--- config.mk ---
export PLATFORM = sky130hd
export DESIGN_NAME = scramble_sequencer
export DESIGN_NICKNAME = d
export VERILOG_FILES = /design/src/rtl/scramble_sequencer.sv
export SDC_FILE = /design/constraint.sdc
export NUM_CORES = 1
export LEC_CHECK = 0
export CORE_AREA = 2 2 81 83
export DETAILED_ROUTE_END_ITERATION = 16
export DIE_AREA = 0 0 83 85
export PLACE_DENSITY = 0.71
export SYNTH_ARGS = -nofsm -noshare
export SYNTH_HDL_FRONTEND = slang
export SYNTH_SLANG_ARGS = --single-unit
--- constraint.sdc ---
create_clock -name clk_i -period 1.65 [get_ports clk_i]
set_input_delay 0.33 -clock clk_i [delete_from_list [all_inputs] [get_ports clk_i]]
set_output_delay 0.33 -clock clk_i [all_outputs]
set_load 0.01 [all_outputs]
--- src/rtl/scramble_sequencer.sv ---
// Cube scramble generator: LFSR-driven move candidates, rejection sampling and a valid/ready move stream.
// Optional macro SCR_AXIS_CANON_EN also rejects descending moves on the previous move's axis.
module scramble_sequencer #(
    parameter int                  LFSR_W = 16,
    parameter logic [LFSR_W-1:0]   TAPS   = 16'hB400,
    parameter logic [LFSR_W-1:0]   SEED   = 16'hACE1,
    parameter int                  LEN_W  = 6
) (
    input  logic              clk_i,
    input  logic              rst_ni,
    input  logic              start_i,
    input  logic [LEN_W-1:0]  length_i,
    input  logic              seed_load_i,
    input  logic [LFSR_W-1:0] seed_in_i,
    output logic              move_valid_o,
    input  logic              move_ready_i,
    output logic [2:0]        move_face_o,
    output logic [1:0]        move_rot_o,
    output logic              move_last_o,
    output logic              busy_o,
    output logic              done_o,
    output logic [LFSR_W-1:0] lfsr_q_o
);

    typedef enum logic [1:0] {
        ST_IDLE = 2'd0,
        ST_GEN  = 2'd1,
        ST_OUT  = 2'd2
    } state_t;

    localparam logic [LEN_W-1:0]  LEN_ZERO  = {LEN_W{1'b0}};
    localparam logic [LEN_W-1:0]  LEN_ONE   = {{(LEN_W-1){1'b0}}, 1'b1};
    localparam logic [LFSR_W-1:0] LFSR_ZERO = {LFSR_W{1'b0}};

    function automatic logic [LFSR_W-1:0] lfsr_step(input logic [LFSR_W-1:0] v);
        return {v[LFSR_W-2:0], ^(v & TAPS)};
    endfunction

    state_t             state_q;
    logic [LFSR_W-1:0]  lfsr_q;
    logic [LEN_W-1:0]   count_q;
    logic [LEN_W-1:0]   len_q;
    logic [2:0]         prev_face_q;
    logic               prev_valid_q;
    logic               move_valid_q;
    logic [2:0]         move_face_q;
    logic [1:0]         move_rot_q;
    logic               move_last_q;
    logic               busy_q;
    logic               done_q;

    logic [LFSR_W-1:0]  lfsr_step_d;
    logic [LFSR_W-1:0]  seed_d;
    logic [2:0]         cand_face_s;
    logic [1:0]         cand_rot_s;
    logic               reject_s;
    logic               is_last_s;

    // Candidate move decoded from the pre-step LFSR and the next LFSR value.
    always_comb begin
        lfsr_step_d = lfsr_step(lfsr_q);
        cand_face_s = lfsr_q[2:0];
        cand_rot_s  = lfsr_q[4:3];
        is_last_s   = (count_q == (len_q - LEN_ONE));
        if (seed_in_i == LFSR_ZERO) begin
            seed_d = SEED;
        end else begin
            seed_d = seed_in_i;
        end
    end

    // Rejection rules; out-of-range codes are discarded rather than folded to keep moves uniform.
    always_comb begin
        reject_s = 1'b0;
        if (cand_face_s >= 3'd6) begin
            reject_s = 1'b1;
        end else if (cand_rot_s == 2'd3) begin
            reject_s = 1'b1;
        end else if (prev_valid_q && (cand_face_s == prev_face_q)) begin
            reject_s = 1'b1;
`ifdef SCR_AXIS_CANON_EN
        end else if (prev_valid_q && (cand_face_s[2:1] == prev_face_q[2:1])
                     && (cand_face_s < prev_face_q)) begin
            reject_s = 1'b1;
`endif
        end else begin
            reject_s = 1'b0;
        end
    end

    // Sequencer FSM with all outputs registered.
    always_ff @(posedge clk_i or negedge rst_ni) begin
        if (!rst_ni) begin
            state_q      <= ST_IDLE;
            lfsr_q       <= SEED;
            count_q      <= LEN_ZERO;
            len_q        <= LEN_ZERO;
            prev_face_q  <= 3'd0;
            prev_valid_q <= 1'b0;
            move_valid_q <= 1'b0;
            move_face_q  <= 3'd0;
            move_rot_q   <= 2'd0;
            move_last_q  <= 1'b0;
            busy_q       <= 1'b0;
            done_q       <= 1'b0;
        end else begin
            done_q <= 1'b0;
            case (state_q)
                ST_IDLE: begin
                    // A seed load wins over a simultaneous start.
                    if (seed_load_i) begin
                        lfsr_q <= seed_d;
                    end else if (start_i) begin
                        if (length_i != LEN_ZERO) begin
                            state_q      <= ST_GEN;
                            count_q      <= LEN_ZERO;
                            len_q        <= length_i;
                            prev_valid_q <= 1'b0;
                            busy_q       <= 1'b1;
                        end else begin
                            done_q <= 1'b1;
                        end
                    end else begin
                        state_q <= ST_IDLE;
                    end
                end
                ST_GEN: begin
                    lfsr_q <= lfsr_step_d;
                    if (!reject_s) begin
                        move_face_q  <= cand_face_s;
                        move_rot_q   <= cand_rot_s;
                        move_valid_q <= 1'b1;
                        move_last_q  <= is_last_s;
                        state_q      <= ST_OUT;
                    end else begin
                        state_q <= ST_GEN;
                    end
                end
                ST_OUT: begin
                    if (move_ready_i) begin
                        move_valid_q <= 1'b0;
                        move_last_q  <= 1'b0;
                        count_q      <= count_q + LEN_ONE;
                        prev_face_q  <= move_face_q;
                        prev_valid_q <= 1'b1;
                        if (move_last_q) begin
                            state_q <= ST_IDLE;
                            busy_q  <= 1'b0;
                            done_q  <= 1'b1;
                        end else begin
                            state_q <= ST_GEN;
                        end
                    end else begin
                        state_q <= ST_OUT;
                    end
                end
                default: begin
                    state_q      <= ST_IDLE;
                    move_valid_q <= 1'b0;
                    move_last_q  <= 1'b0;
                    busy_q       <= 1'b0;
                end
            endcase
        end
    end

    assign move_valid_o = move_valid_q;
    assign move_face_o  = move_face_q;
    assign move_rot_o   = move_rot_q;
    assign move_last_o  = move_last_q;
    assign busy_o       = busy_q;
    assign done_o       = done_q;
    assign lfsr_q_o     = lfsr_q;

endmodule

# Word level (Yosys, flattened, before mapping)
# Index checks and enable logic that the tools add are counted.
# Widths: inputs -> output; s select.
op_classes:
  n_lt_le_gt_ge: 1
  n_reduce_logical: 15
  n_eq_ne: 13
  addsub: 2
  mux: 40
  bitwise: 4
ops:
  columns: ["operator", "count"]
  rows:
  - ["$mux 16", 2]
  - ["$pmux 16 s2", 1]
  - ["$mux 6", 4]
  - ["$mux 1", 21]
  - ["$logic_not 16->1", 1]
  - ["$reduce_xor 16->1", 1]
  - ["$ne 2x2->1 const B", 7]
  - ["$pmux 6 s2", 1]
  - ["$mux 2", 5]
  - ["$pmux 1 s3", 3]
  - ["$reduce_and 2->1", 4]
  - ["$add 6x1->6 const B", 1]
  - ["$eq 6x6->1", 1]
  - ["$pmux 2 s3", 1]
  - ["$reduce_and 6->1", 1]
  - ["$reduce_bool 6->1", 1]
  - ["$sub 6x1->6 const B", 1]
  - ["$reduce_and 5->1", 1]
  - ["$eq 2x2->1 const B", 2]
  - ["$not 1->1", 4]
  - ["$pmux 1 s2", 2]
  - ["$reduce_and 4->1", 1]
  - ["$reduce_bool 2->1", 2]
  - ["$eq 3x3->1", 1]
  - ["6 further kinds", 6]
totals:
  elab_cells: 87
  output_inout_bits: 25
  input_bits: 27
  ff_bits: 43

# Longest topological paths before layout
depth:
  depth_word: 7
  mapped_depth: 8

# Worst setup path before layout
# No wires, ideal clock.
synth_path:
  path_kind: "flip-flop to flip-flop"
  startpoint: "register lfsr_q[0] (netlist: lfsr_q_o[0])"
  endpoint: "register move_last_q (netlist: move_last_o)"
  path_stages_with_launch: 6
  period_less_slack_ns: 1.612
  t_arrival_ns: 1.511
  path_buffers: 0
  slack_ns: 0.038
  required_time_ns: 1.549
  cell_sequence: "dfstp_2 xnor2_1 nand4_1 nand3_4 or3_1 o32ai_1"
synth_via:
  elab_chain_len: 7
synth_rtl:
  columns: ["element", "line", "text"]
  rows:
  - ["from (decl)", "40", "logic [LFSR_W-1:0] lfsr_q;"]
  - ["from (signal assigned)", "128", "lfsr_q <= lfsr_step_d;"]
  - ["$eq 3x3->1", "79", "end else if (prev_valid_q && (cand_face_s == prev_face_q)) begin"]
  - ["$logic_and 1x1->1", "79", null]
  - ["$mux 1", "79", null]
  - ["$mux 1", "77", "end else if (cand_rot_s == 2'd3) begin"]
  - ["$mux 1 *", "75", "if (cand_face_s >= 3'd6) begin"]
  - ["$ne 2x2->1 (no line) *", null, null]
  - ["$reduce_and 3->1 (no line) *", null, null]
  - ["to (signal assigned)", "133", "move_last_q <= is_last_s;"]
  - ["to (decl)", "48", "logic move_last_q;"]
# Mark *: on every way between the ends. The rest lies on a longest branch, timed or not.
# A chain may end at the register's enable or synchronous reset.

# Final worst setup path
layout_path:
  startpoint: "register lfsr_q[2] (netlist: lfsr_q_o[2])"
  endpoint: "output port lfsr_q_o[2]"
layout_lines:
  columns: ["element", "line", "text"]
  rows:
  - ["to (decl)", "22", "output logic [LFSR_W-1:0] lfsr_q_o"]
# No word-level cell between the ends.

==> impl_metrics.env <==
export IMPL_avgSynthCellArea_um2=9.564
export IMPL_h_tree_depth=2
export IMPL_critPathKind="reg2out"
export IMPL_fillers=584
export IMPL_syn2layout_area_growth_pct=46.79
export IMPL_dieArea_um2=7055
export IMPL_row_count=29
export IMPL_grt_pass1_vias=1995
export IMPL_cts_made_buffers=5
export IMPL_synth_ff_latch_count=43
export IMPL_grt_pass1_wl_um=9349
export IMPL_grt_start_max_net_pins=44
export IMPL_p_leak_uw=0.001443
export IMPL_dp_slack_ps=-412.7
export IMPL_cellPowerDensity_nw_per_um2=1793
export IMPL_num_vias=1988
export IMPL_period_share_pct=95.64
export IMPL_ir_drop_v=0.0006963
export IMPL_dr_pass1_iters=4
export IMPL_crit_required_ps=1320
export IMPL_drive_gt1_share_pct=23.15
export IMPL_cp_start_kind="flip-flop"
export IMPL_track_usage_pct=16.09
export IMPL_antenna_found_initial=0
export IMPL_fin_util_pct=50.23
export IMPL_place_congestion=0.7691
export IMPL_ant_nets=0
export IMPL_io_pins=52
export IMPL_numPortBuffers=51
export IMPL_tightest_slew_ps=599.8
export IMPL_wl_per_cell_um=14.07
export IMPL_die_w_um=83
export IMPL_setup_viol=0
export IMPL_cts_tree="built"
export IMPL_core_area_um2=6205
export IMPL_path_max_fanout=3
export IMPL_clock_latency_ps=290
export IMPL_layout_setup_ws_ps=71.95
export IMPL_clkTransAtPathRegs_ps=80
export IMPL_maxCapViolations=0
export IMPL_synth_area_um2=2123
export IMPL_cts_sinks=43
export IMPL_antenna_cells=0
export IMPL_synthesis_nets=251
export IMPL_totalWireLength_um=5460
export IMPL_fin_worst_skew_ps=4.572
export IMPL_min_period_ps=1578
export IMPL_clock_path_buffers=2
export IMPL_final_cell_mix="57 x nand2_1, 38 x clkdlybuf4s50_1, 35 x buf_4"
export IMPL_status="complete, no violations"
export IMPL_drc_errors=0
export IMPL_final_common_cell="nand2_1"
export IMPL_routed_via_density=5.124
export IMPL_hold_path_class="in2async"
export IMPL_worst_setup_path_end_kind="primary output"
export IMPL_slew_viol_final=0
export IMPL_grt_overflow=0
export IMPL_synth_cell_types=41
export IMPL_cts_root_buffer="clkbuf_8"
export IMPL_fin_nets=339
export IMPL_drtIter0Drc=130
export IMPL_dp_hpwl_um=4015
export IMPL_start_util_pct=34.22
export IMPL_crit_arrival_ps=1250
export IMPL_die_h_um=85
export IMPL_yosysSeqAreaShare_pct=51.15
export IMPL_syn_inst=222
export IMPL_max_freq_mhz=633.7
export IMPL_ys_warn_count=0
export IMPL_relSlewSlack_pct=59.97
export IMPL_hold_violations=0
-- registers in the layout (all words and copies together) (netlist names), 2 cells and up --
register,count
len_q,6
state_q,2
lfsr_q_o,16
count_q,6
move_face_o,3
move_rot_o,2
prev_face_q,3
-- cells in the mapped netlist (all sizes together) --
master	n	area [µm²]
o32ai	1	8.760
and4	1	8.760
dfstp	8	210.2
o22ai	1	6.260
nor2	11	48.80
nand4	1	6.260
a22o	4	35.03
o221ai	1	8.760
a311oi	2	17.52
nand2	57	214.0
ha	2	25.02
nand3	4	32.53
a22oi	16	120.1
nor4	4	25.02
a21oi	4	20.02
inv	4	15.01
clkbuf	4	15.01
or3b	1	8.760
o31ai	1	7.510
o21ai	20	100.1
nand4b	1	8.760
or3	1	6.260
and2	2	12.52
nor3b	1	7.510
mux2	5	56.30
nand3b	1	7.510
mux2i	1	10.01
a211oi	1	7.510
nand2b	4	25.02
buf	3	15.01
and3	6	37.54
dfrtp	35	875.8
xnor2	7	61.31
xor2	5	43.79
nor3	2	15.01
-- critical path, cell delays in order (launching register included) --
cell	delay, ps
dfrtp_1	410
buf_4	140
buf_4	130
dlygate4sd2_1	290
-- where the power goes --
group / switching (µW) / internal [µW] / leakage, µW
Clock: 345 / 382 / 0.0000515
Sequential: 417 / 1590 / 0.000525
Combinational: 1350 / 1510 / 0.000867
Total: 2110 / 3480 / 0.00144
-- area by class of cell --
class | instances | area [µm²] | area share [%]
timing repair buffer | 88 | 775.7 | 24.89
multi-input combinational | 168 | 1042 | 33.44
tap | 77 | 96.34 | 3.091
sequential | 43 | 1087 | 34.89
clock buffer | 8 | 100.1 | 3.212
inverter | 4 | 15.01 | 0.4817
-- path summary, 6_finish.rpt --
kind,start,endpoint,slack (ps),depth (start not counted)
hold / removal,rst_ni,done_o,100,2
hold reg to reg,prev_valid_q,prev_valid_q,500,2
setup / recovery,lfsr_q_o[2],lfsr_q_o[2],70,3
min in group clk_i,prev_valid_q,prev_valid_q,500,2
setup reg to reg,lfsr_q_o[1],move_face_o[1],70,6
max in group asynchronous,rst_ni,len_q[0],1170,2
-- what timing repair did --
action,in CTS,in global routing
setup buffers,2,4
setup endpoints to repair,27,11
hold buffers,0,0
pin swaps,4,4
gates resized for setup,15,9
-- per-stage QoR --
stage / std cells / total power (µW) / hold slack (ps) / setup TNS [ps] / area (µm²)
2_1_floorplan: 222 / 3437 / 34.41 / 0 / 2123
3_3_place_gp: 374 / 4677 / 437.7 / -6138 / 2928
3_5_place_dp: 374 / 4763 / 444.7 / -7095 / 2928
4_1_cts: 384 / 5483 / 121.6 / 0 / 3043
5_1_grt: 388 / 6043 / 142.8 / -33.91 / 3117
6_report: 388 / 5590 / 96.03 / 0 / 3117
-- kinds of logic (layout without fill, tap and decap cells) --
group                      Yosys count  in the layout  share of synthesized area, %
AOI/OAI and AO/OA                   51             51                         15.62
xor gates and xnor gates            12             12                         4.950
adders and majority gates            2              2                         1.178
buffers and inverters               11            100                         2.121
DFF                                 43             43                         51.15
muxes                                6              6                         3.123
and+or+nand+nor                     97             97                         21.86
-- per-layer routing --
| layer | share of wire [%] | vias to the layer above | GRT usage (%) | wire [µm] |
|---|---|---|---|---|
| met1 | 42 | 972 | 19.43 | 2275 |
| li1 | - | 954 | - | - |
| met2 | 51 | 57 | 27.79 | 2769 |
| met5 | 0 | - | 0 | 0 |
| met4 | 0.77 | 0 | 4.173 | 42 |
| met3 | 6.8 | 5 | 5.350 | 373 |
Note: power is estimated with default switching activity, not from simulation.
